===== src/rtl/dac_spi_driver.sv =====
`default_nettype none
// ============================================================================
//  Module      : dac_spi_driver
//  Description : Serialises the 16-bit DDS sample into an external SPI DAC.
//                Each frame carries a CMD_BITS-wide command prefix followed by
//                the sample, sent MSB-first in SPI mode 0 (CPOL = 0,
//                CPHA = 0). Frames repeat back-to-back while 'enable' is high.
//                An optional LDAC strobe tells the DAC to update its output
//                after each frame.
//  Revision    : 1.0 - initial release
// ----------------------------------------------------------------------------
//  Build option:
//    DAC_SPI_LDAC_EN  defined   -> LDAC state present. dac_ldac_n pulses low
//                                  for CLK_DIV cycles after every frame.
//                     undefined -> no LDAC state. dac_ldac_n is tied to 1 and
//                                  the DAC updates itself on the dac_cs_n rise.
// ----------------------------------------------------------------------------
//  Parameters:
//    CLK_DIV     SCLK half-period in clk cycles (>= 1)
//    CMD_BITS    command prefix width (>= 1)
//    CMD_WORD    command prefix value, sent before the sample
//    GAP_CYCLES  minimum dac_cs_n high time between frames (>= 1)
//  Ports:
//    clk           in   system clock (shared with the DDS)
//    reset         in   asynchronous, active-low reset
//    sample_in     in   16-bit DDS sample word
//    enable        in   level; frames run while high
//    dac_sclk      out  SPI clock, idles low
//    dac_din       out  SPI data, changes only while SCLK is low
//    dac_cs_n      out  frame chip-select, active-low
//    dac_ldac_n    out  DAC load strobe, active-low
//    sample_taken  out  one-cycle pulse when sample_in is latched
//    busy          out  high whenever the FSM is not idle
// ============================================================================
module dac_spi_driver #(
    parameter int unsigned         CLK_DIV    = 2,
    parameter int unsigned         CMD_BITS   = 8,
    parameter logic [CMD_BITS-1:0] CMD_WORD   = 8'h30,
    parameter int unsigned         GAP_CYCLES = 4
) (
    input  logic        clk,
    input  logic        reset,
    input  logic [15:0] sample_in,
    input  logic        enable,
    output logic        dac_sclk,
    output logic        dac_din,
    output logic        dac_cs_n,
    output logic        dac_ldac_n,
    output logic        sample_taken,
    output logic        busy
);

    // ------------------------------------------------------------------------
    // Derived constants
    // ------------------------------------------------------------------------
    localparam int unsigned N     = CMD_BITS + 16;
    localparam int unsigned DIV_W = (CLK_DIV > 1) ? $clog2(CLK_DIV) : 1;
    localparam int unsigned BIT_W = $clog2(N);
    localparam int unsigned GAP_W = (GAP_CYCLES > 1) ? $clog2(GAP_CYCLES) : 1;

    localparam logic [DIV_W-1:0] DIV_LAST = DIV_W'(CLK_DIV - 1);
    localparam logic [BIT_W-1:0] BIT_LAST = BIT_W'(N - 1);
    localparam logic [GAP_W-1:0] GAP_LAST = GAP_W'(GAP_CYCLES - 1);

    // ------------------------------------------------------------------------
    // State encoding
    // ------------------------------------------------------------------------
`ifdef DAC_SPI_LDAC_EN
    typedef enum logic [1:0] {
        ST_IDLE  = 2'd0,
        ST_SHIFT = 2'd1,
        ST_LDAC  = 2'd2,
        ST_GAP   = 2'd3
    } state_t;
`else
    typedef enum logic [1:0] {
        ST_IDLE  = 2'd0,
        ST_SHIFT = 2'd1,
        ST_GAP   = 2'd3
    } state_t;
`endif

    // ------------------------------------------------------------------------
    // Registers and their next-state values
    // ------------------------------------------------------------------------
    state_t           state_q,    state_d;
    logic [N-1:0]     shreg_q,    shreg_d;
    logic [DIV_W-1:0] div_cnt_q,  div_cnt_d;
    logic [BIT_W-1:0] bit_cnt_q,  bit_cnt_d;
    logic [GAP_W-1:0] gap_cnt_q,  gap_cnt_d;
    logic             sclk_q,     sclk_d;
    logic             din_q,      din_d;
    logic             cs_n_q,     cs_n_d;
    logic             taken_q,    taken_d;
    logic             busy_q,     busy_d;
`ifdef DAC_SPI_LDAC_EN
    logic             ldac_n_q,   ldac_n_d;
`endif

    // ------------------------------------------------------------------------
    // Next-state logic
    // ------------------------------------------------------------------------
    always_comb begin
        state_d   = state_q;
        shreg_d   = shreg_q;
        div_cnt_d = div_cnt_q;
        bit_cnt_d = bit_cnt_q;
        gap_cnt_d = gap_cnt_q;
        sclk_d    = sclk_q;
        din_d     = din_q;
        cs_n_d    = cs_n_q;
        busy_d    = busy_q;
        taken_d   = 1'b0;
`ifdef DAC_SPI_LDAC_EN
        ldac_n_d  = ldac_n_q;
`endif

        case (state_q)
            ST_IDLE: begin
                // Idle values are re-asserted every cycle so the bus is
                // clean regardless of how the previous frame ended.
                sclk_d = 1'b0;
                din_d  = 1'b0;
                cs_n_d = 1'b1;
                busy_d = 1'b0;
                if (enable) begin
                    // The first bit is presented together with the CS fall
                    // so it is set up a full half-period before SCLK rises.
                    shreg_d   = {CMD_WORD, sample_in};
                    din_d     = CMD_WORD[CMD_BITS-1];
                    cs_n_d    = 1'b0;
                    busy_d    = 1'b1;
                    taken_d   = 1'b1;
                    div_cnt_d = '0;
                    bit_cnt_d = '0;
                    state_d   = ST_SHIFT;
                end
            end

            ST_SHIFT: begin
                if (div_cnt_q == DIV_LAST) begin
                    div_cnt_d = '0;
                    sclk_d    = ~sclk_q;
                    if (sclk_q) begin
                        // SCLK high->low: the DAC has sampled the current
                        // bit on the preceding rise, so move to the next one.
                        if (bit_cnt_q == BIT_LAST) begin
                            // Last falling edge closes the frame; CS and the
                            // data line return to idle in the same cycle.
                            bit_cnt_d = '0;
                            cs_n_d    = 1'b1;
                            din_d     = 1'b0;
                            gap_cnt_d = '0;
`ifdef DAC_SPI_LDAC_EN
                            ldac_n_d  = 1'b0;
                            state_d   = ST_LDAC;
`else
                            state_d   = ST_GAP;
`endif
                        end else begin
                            bit_cnt_d = bit_cnt_q + 1'b1;
                            // Rotate rather than shift so every register bit
                            // stays live; the register is reloaded per frame.
                            shreg_d   = {shreg_q[N-2:0], shreg_q[N-1]};
                            din_d     = shreg_q[N-2];
                        end
                    end
                end else begin
                    div_cnt_d = div_cnt_q + 1'b1;
                end
            end

`ifdef DAC_SPI_LDAC_EN
            ST_LDAC: begin
                // The divider is already at zero on entry, so it times the
                // strobe width in CLK_DIV cycles.
                if (div_cnt_q == DIV_LAST) begin
                    div_cnt_d = '0;
                    ldac_n_d  = 1'b1;
                    state_d   = ST_GAP;
                end else begin
                    div_cnt_d = div_cnt_q + 1'b1;
                end
            end
`endif

            ST_GAP: begin
                if (gap_cnt_q == GAP_LAST) begin
                    gap_cnt_d = '0;
                    busy_d    = 1'b0;
                    state_d   = ST_IDLE;
                end else begin
                    gap_cnt_d = gap_cnt_q + 1'b1;
                end
            end

            default: begin
                state_d   = ST_IDLE;
                sclk_d    = 1'b0;
                din_d     = 1'b0;
                cs_n_d    = 1'b1;
                busy_d    = 1'b0;
                div_cnt_d = '0;
                bit_cnt_d = '0;
                gap_cnt_d = '0;
            end
        endcase
    end

    // ------------------------------------------------------------------------
    // State and output registers
    // ------------------------------------------------------------------------
    always_ff @(posedge clk or negedge reset) begin
        if (!reset) begin
            state_q   <= ST_IDLE;
            shreg_q   <= '0;
            div_cnt_q <= '0;
            bit_cnt_q <= '0;
            gap_cnt_q <= '0;
            sclk_q    <= 1'b0;
            din_q     <= 1'b0;
            cs_n_q    <= 1'b1;
            taken_q   <= 1'b0;
            busy_q    <= 1'b0;
`ifdef DAC_SPI_LDAC_EN
            ldac_n_q  <= 1'b1;
`endif
        end else begin
            state_q   <= state_d;
            shreg_q   <= shreg_d;
            div_cnt_q <= div_cnt_d;
            bit_cnt_q <= bit_cnt_d;
            gap_cnt_q <= gap_cnt_d;
            sclk_q    <= sclk_d;
            din_q     <= din_d;
            cs_n_q    <= cs_n_d;
            taken_q   <= taken_d;
            busy_q    <= busy_d;
`ifdef DAC_SPI_LDAC_EN
            ldac_n_q  <= ldac_n_d;
`endif
        end
    end

    // ------------------------------------------------------------------------
    // Outputs (all driven straight from flops)
    // ------------------------------------------------------------------------
    assign dac_sclk     = sclk_q;
    assign dac_din      = din_q;
    assign dac_cs_n     = cs_n_q;
    assign sample_taken = taken_q;
    assign busy         = busy_q;
`ifdef DAC_SPI_LDAC_EN
    assign dac_ldac_n   = ldac_n_q;
`else
    assign dac_ldac_n   = 1'b1;
`endif

endmodule
`default_nettype wire


===== config.mk =====
export PLATFORM = sky130hd
export DESIGN_NAME = dac_spi_driver
export DESIGN_NICKNAME = d
export VERILOG_FILES = /design/src/rtl/dac_spi_driver.sv
export SDC_FILE = /design/constraint.sdc
export NUM_CORES = 1
export LEC_CHECK = 0
export CAP_MARGIN = 10
export CORE_UTILIZATION = 55
export DETAILED_ROUTE_END_ITERATION = 8
export DONT_BUFFER_PORTS = 1
export PLACE_DENSITY = 0.76
export SYNTH_ARGS = -nofsm -noshare
export SYNTH_HDL_FRONTEND = slang
export SYNTH_SLANG_ARGS = --single-unit

===== constraint.sdc =====
create_clock -name clk -period 3.5 [get_ports clk]
set_clock_uncertainty 0.05 [all_clocks]
set_input_delay 0.875 -clock clk [delete_from_list [all_inputs] [get_ports clk]]
set_output_delay 0.875 -clock clk [all_outputs]
set_load 0.01 [all_outputs]

Word level (Yosys, flattened, before mapping)
Index checks and enable logic that the tools add are counted.
- add/sub/neg operators: 3
- eq/ne operators: 10
- muxes and demuxes: 39
- bitwise gates (word level): 4
- reductions and logical operators: 11
- operators with widths (kind ; count):
    $mux 24 ; 4
    $pmux 24 s2 ; 1
    $mux 5 ; 4
    $mux 2 ; 9
    $pmux 5 s3 ; 1
    $mux 1 ; 13
    $ne 2x2->1 const B ; 6
    $pmux 2 s3 ; 2
    $reduce_and 4->1 ; 3
    $reduce_and 5->1 ; 2
    $pmux 1 s3 ; 3
    $reduce_and 2->1 ; 3
    $add 5x1->5 const B ; 1
    $eq 5x5->1 const B ; 1
    $eq 2x2->1 const B ; 2
    $not 1->1 ; 4
    $pmux 1 s2 ; 2
    $reduce_and 3->1 ; 1
    $add 2x1->2 const B ; 1
    $eq 2x1->1 const B ; 1
    $logic_not 2->1 ; 1
    $reduce_bool 2->1 ; 1
    $add 1x1->1 const B ; 1
- bits in registers: 39
- input port bits: 19
- logic and storage cells: 77

Longest topological paths before layout
Gate-level depths: netlist of the first run.
- depth after elaboration: 5
- depth in mapped cells: 6

Worst setup path before layout of the first run
OpenSTA, ideal clock, no wires.
- path kind: input to register
- start: in enable
- end: reg shreg_q[6]
- library setup time: 0.128 ns
- arrival: 1.758 ns
- required time: 3.322 ns
- slack: 1.564 ns
- stages: 4
- cells stage by stage: nor3b_2 > o21bai_4 > buf_6 > mux2_1
- word-level cells in the longest chain between the ends: 2
- RTL lines (what ; RTL line ; RTL):
    from (decl) ; 44 ; input logic enable,
    $ne 2x2->1 (no source line) ; -- ;
    $reduce_and 5->1 (no source line) ; -- ;
    to (signal assigned) ; 230 ; shreg_q <= shreg_d;
    to (decl) ; 87 ; logic [N-1:0] shreg_q, shreg_d;
Every way passes these cells.
A chain may end at the register's enable or synchronous reset.

Worst setup path in the final report of the first run
- start: reg state_q[0]
- end: reg shreg_q[1]
- word-level cells in the longest chain between the ends: 3
- elaborated cells between the ends (all ways): 9
- classes of those cells: eq/ne (5); mux (1); reduce/logical (3)
- RTL lines (what ; RTL line ; RTL):
    from (decl) ; 86 ; state_t state_q, state_d;
    from (signal assigned) ; 229 ; state_q <= state_d;
    $eq 2x1->1 / $logic_not 2->1 (equally long branches) ; 118 ; case (state_q)
    $ne 2x2->1 (no source line) / $reduce_bool 2->1 (equally long branches) ; -- ;
    $reduce_and 5->1 (no source line) ; -- ;
Several ways; a longest one is shown, not always the timed one.

==> results.yml, run 1 <==
critical_path:
  worstPathCellList: "nand4b_2 -> o21bai_4 -> mux2_2"
  arrival_ns: 2.51
  crit_path_end_kind: "flop"
  path_class: "reg2reg"
  r2r_cells: 3
  cp-start-kind: "flop"
  crit_cells: 3
  path_buf_inv: 0
  crit_fanout: 25
  max_stage_delay_ns: 0.75
  critPathSlowestCell: "o21bai_4"
  cp.required_ns: 3.69
  ff2ff_setup_slack_ns: 1.17
  path_delay_family: "compound AO/OA/AOI/OAI gates"
floorplan:
  start_util_pct: 58.8
  ios: 25
  die_area_um2: 3890
  core_um2: 3420
  num_rows: 21
  die_h_um: 62.4
  die_x_um: 62.4
place:
  dp_slack_ns: 1.19
  placement.io_buffers: 0
  hpwl_um: 1990
  gp_congestion: 0.825
detailed_routing:
  route.vias.total: 1141
  vias_per_cell: 5.68
  firstDrtPassIters: 4
  ant_nets: 0
  wl_per_cell_um: 14.8
  drc: 0
  drt_iter0_drc: 88
  wirelength_um: 2970
yosys:
  synth_top_family_by_area: "multiplexers"
  syn_avg_cell_area_um2: 12.9
  synth-compound-area-share_pct: 6.48
  synthesis.nets: 177
  synth_seq_area_share_pct: 48.7
  synth_seq_cells: 39
  synth-edff-count: 0
  netlist-cell-type-count: 41
  muxShareOfSynthArea_pct: 27.4
  netlist_instances: 156
  synthXorXnorAreaFrac_pct: 0
  yosys_most_used_dff: "dfrtp_1"
  synthAdderAreaFrac_pct: 1.25
  yosysWarnings: 0
  synth_area_um2: 2010
  synthSimpleGateAreaFrac_pct: 10.3
  async_reset_ff_share_pct: 100
min_path:
  min_path_type: "in2async"
global_route:
  grt_pass1_wl_um: 5290
  grt_usage_pct: 17.6
  grt_max_degree: 40
  antenna_found_initial: 0
  grt_pass1_vias: 1204
  grt-ovfl-total: 0
sta:
  tightest_slew_ns: 0.843
  finalCritPeriodShare_pct: 66.5
  fin_tns_setup_ns: 0
  finalWorstSetupSlack_ns: 1.17
  finalSetupViolations: 0
  hold_viol: 0
  fmax_mhz: 430
  min_period_ns: 2.33
  max_slew_margin_pct: 43.6
  final_max_slew_viol_count: 0
  rsz0062_at_grt: "no"
final_layout:
  drive_gt1_share_pct: 29.0
  multi_input_area_um2: 917
  syn_to_final_growth_pct: 3.62
  nets: 175
  final-seq-area_um2: 977
  diodes: 0
  fill_cells: 278
power:
  seqPwrFrac_pct: 58.4
  swShare_pct: 19.6
  powerDensity_nw_per_um2: 385
  intPower_mw: 0.644
  switching_power_mw: 0.157
  p_clk_share_pct: 39.0
  peakVddDrop_mv: 0.220
  power_leakage_nw: 0.952
  combPwrFrac_pct: 2.6
clock_network:
  post_cts_resize_count: 0
  cts_max_level: 2
  cts_root_buf: "clkbuf_4"
  clk_pin_slew_ns: 0.12
  cts.path.max_buffers: 2
  postCtsHoldBufs: 0
  clk_latency_ns: 0.35
  cts.sinks: 39
  cts-buffers-inserted: 5
  postCtsSetupBuffers: 0
  cts_tree: "yes"
status:
  outcome: "finished clean"
job:
  maxCapViolations: 0
synthesized netlist by cell type (all sizes together) (2+ instances only):
library cell / number / area, µm²
dfrtp: 38 / 951
mux2: 35 / 469
nand2: 11 / 41.3
inv: 9 / 33.8
buf: 8 / 73.8
mux2i: 8 / 80.1
nand3: 6 / 30.0
a21oi: 4 / 20.0
nand2b: 3 / 18.8
o21ai: 3 / 15.0
a31oi: 2 / 12.5
and4b: 2 / 20.0
clkbuf: 2 / 7.51
ha: 2 / 25.0
nor3b: 2 / 20.0
o21bai: 2 / 26.3
worst register-to-register path, cell delays in order, from the launching register on:
cell      delay [ns]
dfrtp_1         0.68
nand4b_2        0.32
o21bai_4        0.75
mux2_2          0.42
registers in the layout (all words and copies together) (netlist names):
register and flops:
bit_cnt_q 5, busy 1, dac_cs_n 1, dac_din 1
dac_sclk 1, div_cnt_q 1, gap_cnt_q 2, sample_taken 1
shreg_q 24, state_q 2
per-layer routing:
layer | vias up | track usage (%) | part of all wire [%]
met1 | 567 | 20.1 | 46
met5 | - | 0 | 0
met4 | 0 | 5.81 | 1.2
met3 | 5 | 8.76 | 6.4
li1 | 542 | - | -
met2 | 27 | 28.5 | 46
cell type report:
cell class	instances	share of cell area (%)
Tap cell	46	2.77
Sequential cell	39	47.0
Clock inverter	2	1.68
Clock buffer	6	2.47
Inverter	9	1.62
Timing Repair Buffer	1	0.361
Multi-Input combinational cell	98	44.1
cells by family (layout without fill, tap and decap cells):
logic type | Yosys count | in the layout
multiplexers | 43 | 43
flip-flops | 39 | 39
AND/OR/NAND/NOR | 34 | 34
buffers and inverters | 19 | 18
AO/OA/AOI/OAI | 18 | 18
adder cells (fa/ha/maj) | 2 | 2
other | 1 | 1
power by group through the flow:
stage	Sequential, mW	Combinational (mW)	Clock, mW
final	0.468	0.0208	0.313
after global routing	0.469	0.0233	0.341
after CTS	0.468	0.0211	0.323
after detailed placement	0.476	0.0211	0
after global placement	0.476	0.0202	0
after floorplan	0.474	0.0197	0
through the flow:
step                cells  util (%)  hold slack [ns]  cell area, µm²  total power, mW
floorplan             156         -            0.394            2010            0.494
CTS                   201      60.9            0.138            2080            0.812
detailed placement    193      58.4            0.422            1990            0.498
global route          201      60.9            0.113            2080            0.833
finish                201      60.9            0.154            2080            0.801
global placement      193      58.4            0.410            1990            0.496
placed cells by master, fill, tap and decap left out, types with 2 or more instances in the layout:
cell type / n
nand3_1: 6
o21ai_0: 3
nand2_1: 11
dfrtp_1: 38
a21oi_1: 4
and4b_1: 2
clkbuf_4: 5
mux2i_1: 8
ha_1: 2
mux2_2: 11
inv_1: 9
nand2b_1: 3
mux2_4: 20
mux2_1: 4
a31oi_1: 2
worst paths after layout:
kind,startpoint,endpoint
hold reg to reg,bit_cnt_q[4]$_DFFE_PN0P_,bit_cnt_q[4]$_DFFE_PN0P_
setup / recovery,state_q[0]$_DFFE_PN0P_,shreg_q[1]$_DFFE_PN0P_
setup reg to reg,state_q[0]$_DFFE_PN0P_,shreg_q[1]$_DFFE_PN0P_
min in group clk,bit_cnt_q[4]$_DFFE_PN0P_,bit_cnt_q[4]$_DFFE_PN0P_
max in group asynchronous,reset,dac_cs_n$_DFFE_PN1P_
hold / removal,reset,shreg_q[14]$_DFFE_PN0P_
Power figures use the tool's default switching activity.
==> run 2: changes to the inputs <==
--- a/config.mk
+++ b/config.mk
@@ -9,7 +9,7 @@
 export CORE_UTILIZATION = 55
 export DETAILED_ROUTE_END_ITERATION = 8
 export DONT_BUFFER_PORTS = 1
-export PLACE_DENSITY = 0.76
+export PLACE_DENSITY = 0.79
 export SYNTH_ARGS = -nofsm -noshare
 export SYNTH_HDL_FRONTEND = slang
 export SYNTH_SLANG_ARGS = --single-unit
==> constraint.sdc (replaced) <==
create_clock -name clk -period 2 [get_ports clk]
set_clock_uncertainty 0.05 [all_clocks]
set_input_delay 0.5 -clock clk [delete_from_list [all_inputs] [get_ports clk]]
set_output_delay 0.5 -clock clk [all_outputs]
set_load 0.01 [all_outputs]
==> run 2 against run 1 <==
Total power rose by 61%. Sequential share of layout area fell by 1.7 points. Via count rose by 4.8%.
==> results.yml, run 2 (same netlist as run 1, synthesis figures left out) <==
final_layout:
  final_cell_mix: "38 x dfrtp_1, 20 x mux2_4, 11 x nand2_1, 11 x mux2_2, 9 x inv_1"
  fill_cells: 271
  syn_to_final_growth_pct: 7.54
  reg_top3: "shreg_q x24, bit_cnt_q x5"
  largest_reg_flops: 24
  final_util_pct: 63.2
  diodes: 0
  nets: 184
  regMostFlops: "shreg_q"
  drive_gt1_share_pct: 32.3
  layout_commonest_cell: "dfrtp_1"
min_path:
  min_path_cells: 1
  min_path_type: "in2reg"
  hp-start: "enable"
  whs_endpoint: "sample_taken$_DFF_PN0_"
sta:
  finalSetupViolations: 0
  hold_viol: 0
  fin_tns_setup_ns: 0
  finalCritPeriodShare_pct: 92.0
  final_max_slew_viol_count: 0
  fmax_mhz: 544
  min_period_ns: 1.84
  rsz0062_at_grt: "no"
job:
  maxCapViolations: 0
global_route:
  grt_max_degree: 40
  antenna_found_initial: 0
  grt-ovfl-total: 0
  grt_pass1_vias: 1250
  grt_pass1_wl_um: 6010
  grt_usage_pct: 20.4
clock_network:
  postCtsSetupBuffers: 0
  cts.path.max_buffers: 2
  cts_tree: "yes"
  cts_max_level: 2
  postCtsHoldBufs: 2
  cts.sinks: 39
  cts_root_buf: "clkbuf_4"
  cts-buffers-inserted: 5
  clk_latency_ns: 0.36
  clk_pin_slew_ns: 0.13
  post_cts_resize_count: 0
critical_path:
  regToRegEndpoint: "shreg_q[5]$_DFFE_PN0P_"
  cp-start-kind: "flop"
  r2r-start: "bit_cnt_q[0]$_DFFE_PN0P_"
  arrival_ns: 2.04
  path_class: "reg2reg"
  ff2ff_setup_slack_ns: 0.16
  cp.required_ns: 2.20
  crit_path_end_kind: "flop"
  crit_fanout: 24
  r2r_cells: 5
status:
  outcome: "finished clean"
place:
  hpwl_um: 2430
  placement.io_buffers: 0
  gp_congestion: 0.807
power:
  powerDensity_nw_per_um2: 597
  power_leakage_nw: 0.988
  peakVddDrop_mv: 0.411
floorplan:
  start_util_pct: 58.8
  die_h_um: 62.4
  die_area_um2: 3890
  die_x_um: 62.4
  core_um2: 3420
  num_rows: 21
  ios: 25
detailed_routing:
  wirelength_um: 3520
  drt_iter0_drc: 85
  drc: 0
  wl_per_cell_um: 16.7
  vias_per_cell: 5.70
  ant_nets: 0
  firstDrtPassIters: 4
  route.vias.total: 1196
run 2: cell count changes in the layout (fill, tap and decap cells not counted), sizes merged:
cell	previous run	this run
buf	1	9
clkinvlp	0	2
bufinv	1	0
clkbuf	6	5
dlygate4sd3	0	1
run 2: worst max path at each step:
stage                             start                      to  slack, ns  depth (start not counted)
2_1_floorplan  bit_cnt_q[0]$_DFFE_PN0P_  shreg_q[6]$_DFFE_PN0P_       0.14                          6
3_3_place_gp   bit_cnt_q[0]$_DFFE_PN0P_  shreg_q[5]$_DFFE_PN0P_       0.25                          5
3_5_place_dp   bit_cnt_q[0]$_DFFE_PN0P_  shreg_q[5]$_DFFE_PN0P_       0.18                          5
4_1_cts        bit_cnt_q[0]$_DFFE_PN0P_  shreg_q[4]$_DFFE_PN0P_       0.16                          5
5_1_grt        bit_cnt_q[0]$_DFFE_PN0P_  shreg_q[2]$_DFFE_PN0P_       0.11                          5
6_report       bit_cnt_q[0]$_DFFE_PN0P_  shreg_q[5]$_DFFE_PN0P_       0.16                          5
run 2: per-stage QoR:
stage,setup WS (ns),std cells,hold slack [ns],instance area (µm²),total power [mW]
detailed placement,0.182,200,0.155,2070,0.872
finish,0.160,210,0.275,2160,1.29
global placement,0.248,200,0.155,2070,0.868
floorplan,0.140,156,0.154,2010,0.865
global route,0.111,210,0.253,2160,1.35
CTS,0.160,210,0.268,2160,1.30
run 2: area by class of cell:
cell class                 count  area [µm²]  area share (%)
timing repair buffer          10         115            5.33
clock inverter                 3        20.0           0.928
inverter                       9        33.8            1.57
tap                           46        57.6            2.67
clock buffer                   5        37.5            1.74
multi-input combinational     98         917            42.5
sequential                    39         977            45.3
run 2: power breakdown:
| group | internal [mW] | switching (mW) | total, mW |
|---|---|---|---|
| logic | 0.0300 | 0.0283 | 0.0583 |
| clock network | 0.134 | 0.278 | 0.412 |
| registers | 0.808 | 0.0112 | 0.819 |
| total | 0.972 | 0.317 | 1.29 |
run 2: worst max-delay path, cell delays in order (launching register included):
cell and delay, ns:
dfrtp_1 0.43, ha_1 0.26, and4b_1 0.25, o21bai_4 0.16
buf_12 0.20, mux2_2 0.36
run 2: layer usage:
| layer | up-vias | routed length (µm) | share of wire (%) | global-route usage, % |
|---|---|---|---|---|
| met5 | - | 0 | 0 | 0 |
| met4 | 0 | 84 | 2.4 | 9.01 |
| met3 | 8 | 195 | 5.5 | 7.85 |
| met2 | 29 | 1730 | 49 | 33.8 |
| met1 | 598 | 1500 | 43 | 23.4 |
| li1 | 561 | - | - | - |
